### src/rtl/midi_msg_assembler.sv
// Assembles MIDI UART bytes into complete channel-voice messages with running status.
// Real-time bytes are transparent, system bytes cancel running status, and each message is emitted as a one-cycle pulse.
module midi_msg_assembler #(
  parameter bit VEL0_TO_NOTEOFF = 1'b1,
  parameter bit OMNI            = 1'b1,
  parameter int CHANNEL         = 0
) (
  input  logic        CLK,
  input  logic        RST,
  input  logic [7:0]  RX_DAT,
  input  logic        RX_RDY,
  output logic [23:0] MIDI_MSG,
  output logic        MIDI_MSG_RDY
);

  localparam logic [3:0] CHAN = 4'(CHANNEL);

  typedef enum logic [1:0] {
    S_IDLE,
    S_SKIP,
    S_WAIT_D1,
    S_WAIT_D2
  } state_t;

  typedef struct packed {
    logic [7:0] status;
    logic [7:0] data1;
    logic [7:0] data2;
  } msg_t;

  state_t      state_q, state_d;
  logic [7:0]  status_q, status_d;
  logic [6:0]  data1_q, data1_d;
  msg_t        msg_q, msg_d;
  logic        rdy_q, rdy_d;

  logic        is_sys;
  logic        is_chan;
  logic        is_data;
  logic        two_data;
  logic        emit;
  logic        chan_pass;
  logic        vel0_note_on;
  msg_t        raw_msg;

  // Byte classes. Real-time bytes (F8-FF) fall in none of them, so they leave all state untouched.
  always_comb begin
    is_sys   = RX_RDY && (RX_DAT[7:3] == 5'b11110);
    is_chan  = RX_RDY && RX_DAT[7] && (RX_DAT[7:4] != 4'hF);
    is_data  = RX_RDY && !RX_DAT[7];
    two_data = (status_q[7:4] != 4'hC) && (status_q[7:4] != 4'hD);
  end

  // State register, also holding the registered outputs.
  always_ff @(posedge CLK) begin
    // NOTE: sequential state uses non-blocking assignments so every register samples pre-edge values.
    if (RST) begin
      state_q  <= S_IDLE;
      status_q <= 8'h00;
      data1_q  <= 7'h00;
      msg_q    <= '0;
      rdy_q    <= 1'b0;
    end else begin
      state_q  <= state_d;
      status_q <= status_d;
      data1_q  <= data1_d;
      msg_q    <= msg_d;
      rdy_q    <= rdy_d;
    end
  end

  // Next-state logic.
  always_comb begin
    // NOTE: defaults first so no path through this block leaves a signal unassigned (no latches).
    state_d  = state_q;
    status_d = status_q;
    data1_d  = data1_q;

    if (is_sys) begin
      state_d  = S_SKIP;
      status_d = 8'h00;
      data1_d  = 7'h00;
    end else if (is_chan) begin
      state_d  = S_WAIT_D1;
      status_d = RX_DAT;
      data1_d  = 7'h00;
    end else if (is_data) begin
      unique case (state_q)
        S_WAIT_D1: begin
          data1_d = RX_DAT[6:0];
          if (two_data) begin
            state_d = S_WAIT_D2;
          end
        end
        S_WAIT_D2: begin
          state_d = S_WAIT_D1;
        end
        default: begin
          state_d = state_q;
        end
      endcase
    end
  end

  // Output logic: message composition, velocity-0 rewrite and channel filter.
  always_comb begin
    emit         = is_data &&
                   (((state_q == S_WAIT_D1) && !two_data) || (state_q == S_WAIT_D2));
    raw_msg      = '0;
    vel0_note_on = 1'b0;

    if (state_q == S_WAIT_D2) begin
      raw_msg.status = status_q;
      raw_msg.data1  = {1'b0, data1_q};
      raw_msg.data2  = RX_DAT;
      vel0_note_on   = VEL0_TO_NOTEOFF && (status_q[7:4] == 4'h9) && (RX_DAT == 8'h00);
    end else begin
      raw_msg.status = status_q;
      raw_msg.data1  = RX_DAT;
      raw_msg.data2  = 8'h00;
    end

    if (vel0_note_on) begin
      raw_msg.status = {4'h8, status_q[3:0]};
      raw_msg.data2  = 8'h40;
    end

    chan_pass = OMNI || (status_q[3:0] == CHAN);
    // A filtered message still completes in the FSM but neither pulses nor disturbs the held output.
    rdy_d     = emit && chan_pass;
    msg_d     = rdy_d ? raw_msg : msg_q;
  end

  assign MIDI_MSG     = msg_q;
  assign MIDI_MSG_RDY = rdy_q;

endmodule

### config.mk
export PLATFORM = sky130hd
export DESIGN_NAME = midi_msg_assembler
export DESIGN_NICKNAME = d
export VERILOG_FILES = /design/src/rtl/midi_msg_assembler.sv
export SDC_FILE = /design/constraint.sdc
export NUM_CORES = 1
export LEC_CHECK = 0
export ABC_AREA = 1
export BUFFER_PORTS_ARGS = -buffer_cell sky130_fd_sc_hd__buf_2
export CAP_MARGIN = 20
export CORE_ASPECT_RATIO = 1.75
export CORE_UTILIZATION = 45
export DETAILED_ROUTE_END_ITERATION = 16
export GPL_ROUTABILITY_DRIVEN = 1
export PLACE_DENSITY = 0.69
export REMOVE_ABC_BUFFERS = 1
export SYNTH_ARGS = -nofsm -noshare
export SYNTH_HDL_FRONTEND = slang
export SYNTH_SLANG_ARGS = --single-unit
export TNS_END_PERCENT = 100
### constraint.sdc
create_clock -name CLK -period 3.86 [get_ports CLK]
set_clock_uncertainty 0.15 [all_clocks]
set_input_delay 0.386 -clock CLK [delete_from_list [all_inputs] [get_ports CLK]]
set_output_delay 0.386 -clock CLK [all_outputs]
set_load 0.005 [all_outputs]
==> impl_metrics.ini, run 1 <==
[status]
status = finished, final reports clean

[grt]
grt_use_total = 0.2102
grt_pass1_wl_mm = 6.113
grt_util_met3 = 0.05217
grt_max_degree = 25
antenna_found_initial = 0
grt_pass1_vias = 1349
grt.busiest_layer = met2
use_met1 = 0.2573
grt-ovfl-total = 0
met2_usage = 0.3297

[clocking]
clock_path_buffers = 2
ctsResizeCount = 0
cts-htree-levels = 2
clk_pin_slew_ps = 70
cts_buffers = 5
cts-root-buf = clkbuf_8
tritoncts = built
insertion_delay_ps = 290
cts_sinks = 42
post-cts-setup-buffers = 0
ctsHoldBuffers = 0

[sta]
worst_pin_slew_ps = 665.9
rsz0062_at_grt = no
timing.hold.ws_ps = 261.6
max_freq_mhz = 507.7
drv_slew = 0
fin_setup_tns_ps = 0
timing.final.crit_share = 0.5102
slew_headroom = 0.5550
min_period_ps = 1970
setup_viol = 0
hold_violations = 0

[placed_design]
globalplace.congestion = 0.8542
dp_hpwl_mm = 2.671
place_area_sq_mm = 0.001863
io_buffers = 35
dp_cells = 301

[power]
powerDensity_mw_per_mm2 = 420.9
p_leak_uw = 0.0008358
ir_drop_v = 0.0002440

[setup_path]
r2r_end = MIDI_MSG[12]$_SDFFE_PP0P_
worst-path-max-fanout = 24
critPathKind = register to register
worstPathArrival_ps = 2000
rr_worst_depth = 7
end_kind = register
timing.rr.start = state_q[1]$_SDFFE_PP0P_
reg2reg_slack_ps = 1890
critPathRequiredTime_ps = 3890
cp-start-kind = register

[hold_path]
worstHoldStart = RX_DAT[3]
holdPathStages = 3
min_to = status_q[3]$_SDFFE_PP0P_
holdCritPathClass = primary input to register

[floorplanning]
rows = 29
io_pins = 36
core_sq_mm = 0.003592
start_util = 0.4678
dieArea_sq_mm = 0.003992
die_height_um = 82.84
die_w_um = 48.19

[synthesis]
yosys.area_share.simple = 0.3075
yosysUniqueCellTypes = 19
syn_inst = 229
synthAdderAreaFrac = 0
synth_area_sq_mm = 0.001680
yosysSeqAreaShare = 0.5004
synth_area_per_cell_sq_um = 7.338
synthTopCellsByArea = dfxtp_1 (50%), nand2_1 (13%), a21oi_1 (8.3%), nor2_1 (8.3%), nand3_1 (5.1%)
synthMuxAreaShare = 0
synth-xor-area-share = 0
synth_largest_area_cell = dfxtp_1
synth_top_area_share = 0.5004
yosys_warnings = 0
synth_top_family_by_area = simple AND/OR/NAND/NOR gates
synth_seq_cells = 42
synth-compound-area-share = 0.1378

[layout]
drive_gt1_frac = 0.1749
finalInstanceArea_sq_mm = 0.001969
fillers = 391
syn2layout_area_growth_pct = 17.20
multi_input_area_sq_um = 748.2
diodes = 0
fin_nets = 273
final_cell_count_no_fill = 309
regArea_sq_um = 840.8

[route]
antenna_left = 0
drtIter0Drc = 35
drcViolationCount = 0
viasPerCell = 4.987
route.vias.total = 1541
drt-total-wl_mm = 3.630
wl_per_cell_um = 11.75
first_pass_iters = 4

[flow_run]
maxCapViolations = 0
## cell type report
cell class	instances	area share
inverter	11	0.02097
sequential	42	0.4269
timing repair buffer	35	0.08895
clock inverter	1	0.01525
clock buffer	7	0.03875
multi-input combinational	167	0.3799
tap	46	0.02922
## cells in the final DEF, fill, tap and decap left out, drive strengths merged
cell	synthesis	layout
nand2	60	60
dfxtp	42	42
nor2	38	38
buf	8	35
a21oi	29	29
nand3	18	18
o21ai	15	15
inv	10	10
nand4	7	7
clkbuf	1	7
clkinv	1	1
bufinv	0	1
## report_power, final
group	internal, uW	total, uW	switching (uW)
Sequential	440	446	6.53
Combinational	14.8	49.3	34.4
Clock	193	334	140
## per-stage QoR
stage	utilization	setup WS, ps	total power (uW)
floorplan	-	2256	482.5
global placement	0.5186	1884	505.0
detailed placement	0.5186	1874	505.1
CTS	0.5482	1890	836.5
global route	0.5482	1557	863.4
finish	0.5482	1890	829.0
## worst max path at each step
stage                            startpoint                        end  cells after the start
floorplan           state_q[1]$_SDFFE_PP0P_  MIDI_MSG[10]$_SDFFE_PP0P_                      7
global placement                  RX_DAT[7]  MIDI_MSG[17]$_SDFFE_PP0P_                      5
global route        state_q[1]$_SDFFE_PP0P_  MIDI_MSG[12]$_SDFFE_PP0P_                      7
detailed placement                RX_DAT[7]  MIDI_MSG[12]$_SDFFE_PP0P_                      5
CTS                 state_q[1]$_SDFFE_PP0P_  MIDI_MSG[12]$_SDFFE_PP0P_                      7
finish              state_q[1]$_SDFFE_PP0P_  MIDI_MSG[12]$_SDFFE_PP0P_                      7
## Yosys cell counts (all sizes together)
cell type / instances
nand2: 60
nand4: 7
inv: 10
clkinv: 1
a21oi: 29
nand3: 18
o21ai: 15
dfxtp: 42
nor2: 38
buf: 8
clkbuf: 1
## metal layers
metal,wire length [um],vias to the layer above,share of wire
met5,0,-,0
met4,78,0,0.021
met3,158,7,0.044
met2,1802,40,0.50
met1,1591,685,0.44
li1,-,809,-
## logic make-up after synthesis
logic type | after synthesis
simple gates | 123
compound gates | 44
flops | 42
buf+inv | 20
## worst max-delay path: stages (launching register included)
cell,delay (ps)
dfxtp_1,600
nand2_1,100
inv_1,70
nand2_1,100
nand2_1,80
nand2_1,390
o21ai_0,320
nor2_1,60
## state kept, by name, summed over array words and instances, names as in the netlist
name	count
state_q	2
data1_q	7
MIDI_MSG_RDY	1
status_q	8
MIDI_MSG	24
(Power assumes the default switching activity.)
==> run 2, diff against run 1 <==
Settings changed: PLACE_DENSITY 0.69 to 0.72.
Clock period 3.86 ns to 1.65 ns, I/O delays scaled along.
==> impl_metrics.ini, run 2 (synthesized netlist as in run 1, its figures left out) <==
[placed_design]
globalplace.congestion = 0.9210
io_buffers = 35
dp_hpwl_mm = 2.830

[grt]
antenna_found_initial = 0
grt_use_total = 0.2125
grt_max_degree = 23
grt-ovfl-total = 0
grt_pass1_wl_mm = 6.203
grt_pass1_vias = 1404

[layout]
fin_nets = 285
largest_register_ffs = 24
fillers = 369
syn2layout_area_growth_pct = 21.74
drive_gt1_frac = 0.2182
diodes = 0
final_common_cell = nand2_1
final_cell_mix = nand2_1 (59), dfxtp_1 (42), nor2_1 (37), buf_2 (36), a21oi_1 (28)

[sta]
setup_viol = 0
timing.hold.ws_ps = 46.13
hold_violations = 0
slew_headroom = 0.7853
drv_slew = 0
max_freq_mhz = 648.8
fin_setup_tns_ps = 0
timing.final.crit_share = 0.9342
rsz0062_at_grt = no
worst_pin_slew_ps = 321.3
min_period_ps = 1541

[clocking]
cts_buffers = 5
clock_path_buffers = 2
cts_sinks = 42
insertion_delay_ps = 290
clk_pin_slew_ps = 70
ctsHoldBuffers = 0
cts-root-buf = clkbuf_8
tritoncts = built
cts-htree-levels = 2

[setup_path]
critPathKind = register to register
critPathRequiredTime_ps = 1720
cp-start-kind = register
worstPathArrival_ps = 1610
end_kind = register
worst-path-max-fanout = 9

[status]
status = finished, final reports clean

[floorplanning]
die_height_um = 82.84
die_w_um = 48.19
dieArea_sq_mm = 0.003992
rows = 29
start_util = 0.4678
core_sq_mm = 0.003592
io_pins = 36

[power]
p_leak_uw = 0.0008801
powerDensity_mw_per_mm2 = 893.8
ir_drop_v = 0.0007937

[route]
antenna_left = 0
drcViolationCount = 0
viasPerCell = 5.097
route.vias.total = 1636
drtIter0Drc = 31
drt-total-wl_mm = 3.780
first_pass_iters = 4
wl_per_cell_um = 11.78

[hold_path]
holdCritPathClass = primary input to register

[flow_run]
maxCapViolations = 0
## run 2: cell types whose count changed in the layout (fill, tap and decap cells not counted), sizes merged
| cell | delta |
|---|---|
| clkinv | +1 |
| inv | -1 |
| bufinv | -1 |
| buf | +12 |
| clkinvlp | +1 |
## run 2: power by group
part | internal (uW) | switching, uW | total, uW
Combinational | 47.3 | 87.7 | 135
Clock | 337 | 316 | 653
Sequential | 1030 | 11.6 | 1040
## run 2: worst paths after layout
path                                               start                  endpoint  slack, ps  cells after the start
worst max-delay path             state_q[1]$_SDFFE_PP0P_  MIDI_MSG[3]$_SDFFE_PP0P_        110                      6
worst min-delay path                           RX_DAT[3]   data1_q[3]$_SDFFE_PP0P_         50                      3
worst min register to register  MIDI_MSG[7]$_SDFFE_PP0P_  MIDI_MSG[7]$_SDFFE_PP0P_        290                      2
worst max register to register   state_q[1]$_SDFFE_PP0P_  MIDI_MSG[3]$_SDFFE_PP0P_        110                      6
## run 2: critical path, cell delays in order (launching register included)
cell,delay [ps]
dfxtp_1,410
nand2_2,180
clkinvlp_4,180
buf_2,190
buf_4,120
nand3_1,70
a21oi_1,160
## run 2: area by class of cell
class	instances	area, sq um	share of cell area
flip-flops and latches	42	840.8	0.4110
multi-input cells	167	748.2	0.3657
repair buffers	47	262.8	0.1284
clock buffers	7	86.33	0.04220
well taps	46	57.56	0.02813
inverters	11	45.04	0.02202
clock inverters	1	5.005	0.002446
## run 2: metrics by stage
step                cell area (sq um)  utilization  total power, uW  setup slack [ps]  instances
floorplan                        1630            -             1129             46.11        220
global placement                 1938       0.5395             1197             183.7        311
detailed placement               1938       0.5395             1197             140.5        311
CTS                              2029       0.5650             1846             132.1        319
global route                     2046       0.5695             1906             1.960        321
finish                           2046       0.5695             1828             108.7        321
## run 2: layer usage
metal  GRT usage  vias up  share of wire
met2      0.3515       40           0.53
li1            -      844              -
met5           0        -              0
met1      0.2417      748           0.41
met4     0.08838        0          0.013
met3     0.05217        4          0.040
## run 2: repair_timing
action | in CTS | in global routing
setup endpoints to repair | 0 | 1
setup buffers | 0 | 2
gates resized for setup | 0 | 1
